## src/rtl/pmp_region_programmer.sv

```systemverilog
// Turns a byte-address region request into a sequence of PMP CSR writes.
// Picks NA4, NAPOT or TOR encoding and uses one or two entries. Rejects
// malformed, out-of-range and locked-entry requests without writing anything.
module pmp_region_programmer #(
   parameter int NUM_ENTRIES = 16
) (
   input  logic                   clk,
   input  logic                   rst,
   input  logic                   req_valid,
   output logic                   req_ready,
   input  logic [31:0]            req_base,
   input  logic [31:0]            req_top,
   input  logic [2:0]             req_perm,
   input  logic                   req_lock,
   input  logic [3:0]             req_entry,
   output logic                   csr_we,
   output logic                   csr_sel,
   output logic [3:0]             csr_idx,
   output logic [31:0]            csr_wdata,
   input  logic                   csr_ack,
   input  logic [NUM_ENTRIES-1:0] lock_status,
   output logic                   resp_valid,
   output logic                   resp_err,
   output logic [1:0]             resp_mode,
   output logic [1:0]             resp_entries
);

   localparam logic [1:0] MODE_OFF   = 2'd0;
   localparam logic [1:0] MODE_TOR   = 2'd1;
   localparam logic [1:0] MODE_NA4   = 2'd2;
   localparam logic [1:0] MODE_NAPOT = 2'd3;
   localparam logic [5:0] LP_NUM     = 6'(NUM_ENTRIES);

   typedef enum logic [2:0] {
      ST_IDLE, ST_CLASSIFY, ST_WR_ADDR0, ST_WR_CFG0, ST_WR_ADDR1, ST_WR_CFG1, ST_RESP
   } state_t;

   state_t      r_state, w_state_nxt;

   logic [31:0] r_base, r_top;
   logic [2:0]  r_perm;
   logic        r_lock;
   logic [3:0]  r_entry;

   logic        r_two;
   logic [1:0]  r_mode;
   logic [31:0] r_addr0, r_addr1;
   logic [7:0]  r_cfg0, r_cfg1;

   logic        r_resp_err;
   logic [1:0]  r_resp_mode;
   logic [1:0]  r_resp_entries;

   logic [31:0] w_size, w_size_m1, w_lock_ext;
   logic        w_pow2, w_na4, w_napot, w_tor2, w_err;
   logic [4:0]  w_idx0, w_idx1, w_last;
   logic [1:0]  w_mode;
   logic [31:0] w_addr0, w_addr1;
   logic [7:0]  w_cfg_final, w_cfg0;

   // Region classification and error detection on the latched request.
   always_comb begin
      w_size      = r_top - r_base;
      w_size_m1   = w_size - 32'd1;
      w_pow2      = (w_size != 32'd0) && ((w_size & w_size_m1) == 32'd0);
      w_na4       = (w_size == 32'd4);
      w_napot     = w_pow2 && (w_size >= 32'd8) && ((r_base & w_size_m1) == 32'd0);
      w_tor2      = !w_na4 && !w_napot && (r_base != 32'd0);
      w_idx0      = {1'b0, r_entry};
      w_idx1      = w_idx0 + 5'd1;
      w_last      = w_tor2 ? w_idx1 : w_idx0;
      // Zero-extended so an out-of-range index reads as unlocked; range is checked separately.
      w_lock_ext  = 32'(lock_status);
      w_err       = (r_top <= r_base) || (|r_base[1:0]) || (|r_top[1:0]) ||
                    ({1'b0, w_last} >= LP_NUM) || w_lock_ext[w_idx0] ||
                    (w_tor2 && w_lock_ext[w_idx1]);
      w_mode      = MODE_TOR;
      w_addr0     = {2'b00, r_top[31:2]};
      w_addr1     = {2'b00, r_top[31:2]};
      if (w_na4) begin
         w_mode  = MODE_NA4;
         w_addr0 = {2'b00, r_base[31:2]};
      end else if (w_napot) begin
         w_mode  = MODE_NAPOT;
         w_addr0 = (r_base | ((w_size >> 1) - 32'd1)) >> 2;
      end else if (w_tor2) begin
         w_addr0 = {2'b00, r_base[31:2]};
      end
      // Only the final entry carries permissions and lock; the OFF base entry stays all-zero.
      w_cfg_final = {r_lock, 2'b00, w_mode, r_perm};
      w_cfg0      = w_tor2 ? {2'b00, MODE_OFF, 4'b0000} : w_cfg_final;
   end

   // State register.
   always_ff @(posedge clk) begin
      if (rst) r_state <= ST_IDLE;
      else     r_state <= w_state_nxt;
   end

   // Next-state logic; each write state advances only on its ack.
   always_comb begin
      w_state_nxt = r_state;
      case (r_state)
         ST_IDLE:     if (req_valid) w_state_nxt = ST_CLASSIFY;
         ST_CLASSIFY: w_state_nxt = w_err ? ST_RESP : ST_WR_ADDR0;
         ST_WR_ADDR0: if (csr_ack) w_state_nxt = ST_WR_CFG0;
         ST_WR_CFG0:  if (csr_ack) w_state_nxt = r_two ? ST_WR_ADDR1 : ST_RESP;
         ST_WR_ADDR1: if (csr_ack) w_state_nxt = ST_WR_CFG1;
         ST_WR_CFG1:  if (csr_ack) w_state_nxt = ST_RESP;
         ST_RESP:     w_state_nxt = ST_IDLE;
         default:     w_state_nxt = ST_IDLE;
      endcase
   end

   // Request capture and classification results; pure data, no reset needed.
   always_ff @(posedge clk) begin
      if (r_state == ST_IDLE && req_valid) begin
         r_base  <= req_base;
         r_top   <= req_top;
         r_perm  <= req_perm;
         r_lock  <= req_lock;
         r_entry <= req_entry;
      end
      if (r_state == ST_CLASSIFY) begin
         r_two   <= w_tor2;
         r_mode  <= w_mode;
         r_addr0 <= w_addr0;
         r_addr1 <= w_addr1;
         r_cfg0  <= w_cfg0;
         r_cfg1  <= w_cfg_final;
      end
   end

   // Response fields update only on entry to RESP and hold between requests.
   always_ff @(posedge clk) begin
      if (rst) begin
         r_resp_err     <= 1'b0;
         r_resp_mode    <= MODE_OFF;
         r_resp_entries <= 2'd0;
      end else if (w_state_nxt == ST_RESP && r_state != ST_RESP) begin
         if (r_state == ST_CLASSIFY) begin
            r_resp_err     <= 1'b1;
            r_resp_mode    <= MODE_OFF;
            r_resp_entries <= 2'd0;
         end else begin
            r_resp_err     <= 1'b0;
            r_resp_mode    <= r_mode;
            r_resp_entries <= r_two ? 2'd2 : 2'd1;
         end
      end
   end

   // CSR write port driven from the current write state; idle value is all-zero.
   always_comb begin
      csr_we    = 1'b0;
      csr_sel   = 1'b0;
      csr_idx   = 4'd0;
      csr_wdata = 32'd0;
      case (r_state)
         ST_WR_ADDR0: begin
            csr_we    = 1'b1;
            csr_idx   = r_entry;
            csr_wdata = r_addr0;
         end
         ST_WR_CFG0: begin
            csr_we    = 1'b1;
            csr_sel   = 1'b1;
            csr_idx   = r_entry;
            csr_wdata = {24'd0, r_cfg0};
         end
         ST_WR_ADDR1: begin
            csr_we    = 1'b1;
            csr_idx   = r_entry + 4'd1;
            csr_wdata = r_addr1;
         end
         ST_WR_CFG1: begin
            csr_we    = 1'b1;
            csr_sel   = 1'b1;
            csr_idx   = r_entry + 4'd1;
            csr_wdata = {24'd0, r_cfg1};
         end
         default: ;
      endcase
   end

   assign req_ready    = (r_state == ST_IDLE);
   assign resp_valid   = (r_state == ST_RESP);
   assign resp_err     = r_resp_err;
   assign resp_mode    = r_resp_mode;
   assign resp_entries = r_resp_entries;

endmodule
```

## config.mk

```make
export PLATFORM = sky130hd
export DESIGN_NAME = pmp_region_programmer
export DESIGN_NICKNAME = d
export VERILOG_FILES = /design/src/rtl/pmp_region_programmer.sv
export SDC_FILE = /design/constraint.sdc
export NUM_CORES = 1
export LEC_CHECK = 0
export CORE_AREA = 2 2 148 150
export CTS_BUF_LIST = sky130_fd_sc_hd__clkbuf_8 sky130_fd_sc_hd__clkbuf_16
export DETAILED_ROUTE_END_ITERATION = 16
export DIE_AREA = 0 0 150 152
export PLACE_DENSITY = 0.74
export SETUP_SLACK_MARGIN = 0.5
export SYNTH_ARGS = -nofsm -noshare
export SYNTH_HDL_FRONTEND = slang
export SYNTH_SLANG_ARGS = --single-unit
```

## constraint.sdc

```tcl
create_clock -name clk -period 19.07 [get_ports clk]
set_input_delay 3.814 -clock clk [delete_from_list [all_inputs] [get_ports clk]]
set_output_delay 3.814 -clock clk [all_outputs]
set_load 0.01 [all_outputs]
```

==> impl_results.md <==
* Status: complete, no violations
* Pwr/cell area at 112 nW/um^2
* Top Ports at 137
* Max Fclk at 0.136 GHz
* CP Launch Type: flip-flop
* Number of synthesized flops with an enable pin at 145
* Register bit total from synthesis at 153
* Hold_buf cts at 0
* Leakage at 4.32 nW
* Die Span X at 150 um
* Primary FF master, synth: edfxtp_1
* First-pass DRT Iterations at 5
* Syn avg cell area at 10.5 um^2
* Seq/Total Area, Yosys at 0.447
* Peak supply drop at 0.0000655 V
* Filler cells at 1861
* Final min period at 7.35 ns
* CTS sink cnt at 153
* Initial antenna violation count at 0
* Pin count of the biggest net entering global routing at 75
* Std cell rows at 54
* Maxcap violations at 0
* Htree depth at 4
* DRC at 0
* Routed Antenna Nets at 0
* Crit path DAT at 7.62 ns
* Final Routed Wirelength at 32800 um
* Number of global-route vias before repair at 8568
* CTS tree: built
* First-pass GRT wire length at 49200 um
* Post-synthesis cell count at 963
* Avg WL per Cell at 24.0 um
* Initial Util at 0.473
* Post-CTS setup buffers at 0
* DR iter-0 viols at 825
* WP data required at 19.34 ns
* Worst R2R Path Depth at 23
* Synthesized area at 10100 um^2
* Rel. slew slack at 0.300
* Clock root cell: clkbuf_16
* Reg2Reg Capture Point: r_addr0[16]$_DFFE_PP_
* Worst R2R Setup Slack at 11.72 ns
* Area delta synth->final at 20.9%
* CTS Buffer Depth at 2
* GR Util All Layers at 0.289
* Measured slew at the worst slew-check pin at 1.04 ns
* CTS clk-pin slew, worst paths at 0.07 ns
* Pins Over Slew Limit at 0
* Most frequent cells in the layout: edfxtp_1, clkdlybuf4s50_1, nand2_1, ha_1, a21oi_1
* Number of nets in the layout at 1235
* Clk_lat worst skew at 0.44 ns
* Top-area cell type share of the netlist area at 0.432
* CP endpoint kind: flip-flop
* Share of post-route cells with drive strength above 1 at 0.0771
* Post-CTS Resized at 0
* Final period utilization at 0.385
* Vias at 8608
* Core area at 21400 um^2
* Max FO, Critical Path at 24
* Port bufs at 134
* Final hold viol count at 0
* Post-DP HPWL at 25700 um
* Pre-CTS WS at 11.91 ns
* Area leader, netlist: edfxtp_1
* Antenna Cells at 0
* Die Y at 152 um
* GP Congestion at 0.973
* Setup violators final at 0
* Setup CP Type: flip-flop to flip-flop
* YS warnings at 0
* Critical Path Sink: r_addr0[16]$_DFFE_PP_
* Drt via density at 6.29
* Hold crit path type: flip-flop to flip-flop
* Synth cell types at 91
* Sum Neg Setup Slack at 0 ns
* CTS Buf Count at 17
* Gr ovfl total at 0
* PnR worst setup slack at 11.72 ns
* Reg2reg start: r_top[0]$_DFFE_PP_
* RSZ-0062 raised after global routing: no
* Die outline area at 22800 um^2
* Crit path from: r_top[0]$_DFFE_PP_
* Top cells by area, synth: edfxtp_1, ha_1, a21oi_1
* Post-synth ARST share at 0
* Commonest non-fill, non-tap cell in the layout: edfxtp_1
* Post-route clock skew at 0.0169 ns
==> registers in the layout, indices dropped and copies added (netlist names) <==
name,cells
r_lock,1
resp_err,1
r_entry,4
r_base,32
r_state,3
resp_mode,2
r_cfg0,6
resp_entries,2
r_two,1
r_perm,3
r_cfg1,5
r_mode,1
r_addr1,30
r_top,32
r_addr0,30
==> cells in the mapped netlist, drive strengths merged (8+ instances only) <==
cell type,number
mux2i,15
nor4,30
a211oi,12
xnor2,23
a22o,27
nand2b,11
mux4,9
a21oi,58
and2,9
buf,25
xor2,10
nand2,69
edfxtp,145
nor2,54
inv,55
ha,66
o21ai,48
nand4,17
or3,9
dfxtp,8
clkbuf,23
nor3,23
nand3,24
a31oi,12
o22ai,28
nor2b,9
a21o,10
or2,8
o22a,18
==> worst min-delay path by stage <==
stage / end / slack (ns) / from / depth (start not counted)
after floorplan: r_cfg1[0]$_DFFE_PP_ / 0.42 / r_perm[0]$_DFFE_PP_ / 0
after global placement: r_cfg1[0]$_DFFE_PP_ / 0.43 / r_perm[0]$_DFFE_PP_ / 0
after detailed placement: r_cfg1[2]$_DFFE_PP_ / 0.44 / r_perm[2]$_DFFE_PP_ / 0
after CTS: r_cfg1[2]$_DFFE_PP_ / 0.46 / r_perm[2]$_DFFE_PP_ / 0
after global routing: r_cfg1[2]$_DFFE_PP_ / 0.47 / r_perm[2]$_DFFE_PP_ / 0
final: r_cfg1[2]$_DFFE_PP_ / 0.45 / r_perm[2]$_DFFE_PP_ / 0
==> power by group <==
part | leakage, nW | internal, mW | switching [mW] | total [mW]
registers | 1.41 | 0.427 | 0.0403 | 0.468
clock network | 0.282 | 0.185 | 0.150 | 0.335
logic | 2.63 | 0.221 | 0.341 | 0.561
total | 4.32 | 0.833 | 0.531 | 1.36
==> layer usage <==
layer | up-vias | share of wire | global-route usage
li1 | 3989 | - | -
met1 | 4150 | 0.38 | 0.347
met2 | 400 | 0.50 | 0.505
met3 | 69 | 0.068 | 0.0477
met4 | 0 | 0.046 | 0.133
met5 | - | 0 | 0
==> critical path: stages, from the launching register on <==
cell and delay (ns):
edfxtp_1 0.42, inv_1 0.08, ha_1 0.18, inv_1 0.06
fa_1 0.43, a211oi_2 0.35, o31ai_1 0.18, a211oi_4 0.41
xnor2_1 0.23, a2111oi_0 0.43, nand4bb_1 0.56, or4_1 0.78
or2_2 0.32, ha_1 0.27, o22ai_1 0.08, nor2_1 0.08
or3b_2 0.44, nor4_1 0.29, nand4_1 0.13, inv_1 0.15
o41a_2 0.53, o21ai_4 0.31, a31o_2 0.30, a21oi_1 0.16
==> area by class of cell <==
type	count	area, um^2	share of cell area
inverters	55	209	0.0171
flip-flops and latches	153	4510	0.370
clock buffers	17	425	0.0349
multi-input cells	708	5140	0.422
well taps	280	350	0.0287
repair buffers	141	1390	0.114
clock inverters	15	161	0.0132
==> metrics by stage <==
step / util / cells / area (um^2) / power [mW] / hold WS [ns]
after global placement: 0.544 / 1337 / 11600 / 1.03 / 0.433
final: 0.571 / 1369 / 12200 / 1.36 / 0.453
after CTS: 0.571 / 1369 / 12200 / 1.36 / 0.457
after global routing: 0.571 / 1369 / 12200 / 1.43 / 0.472
after floorplan: - / 964 / 10100 / 0.824 / 0.418
after detailed placement: 0.544 / 1337 / 11600 / 1.03 / 0.440
==> logic make-up after synthesis <==
| logic type | synth area share |
|---|---|
| buffers and inverters | 0.0442 |
| and+or+nand+nor | 0.152 |
| AOI/OAI and AO/OA | 0.205 |
| other | 0.000372 |
| DFF | 0.447 |
| xor gates and xnor gates | 0.0294 |
| adders and majority gates | 0.0838 |
| muxes | 0.0372 |
No activity file was read; power rests on OpenSTA's default activity.
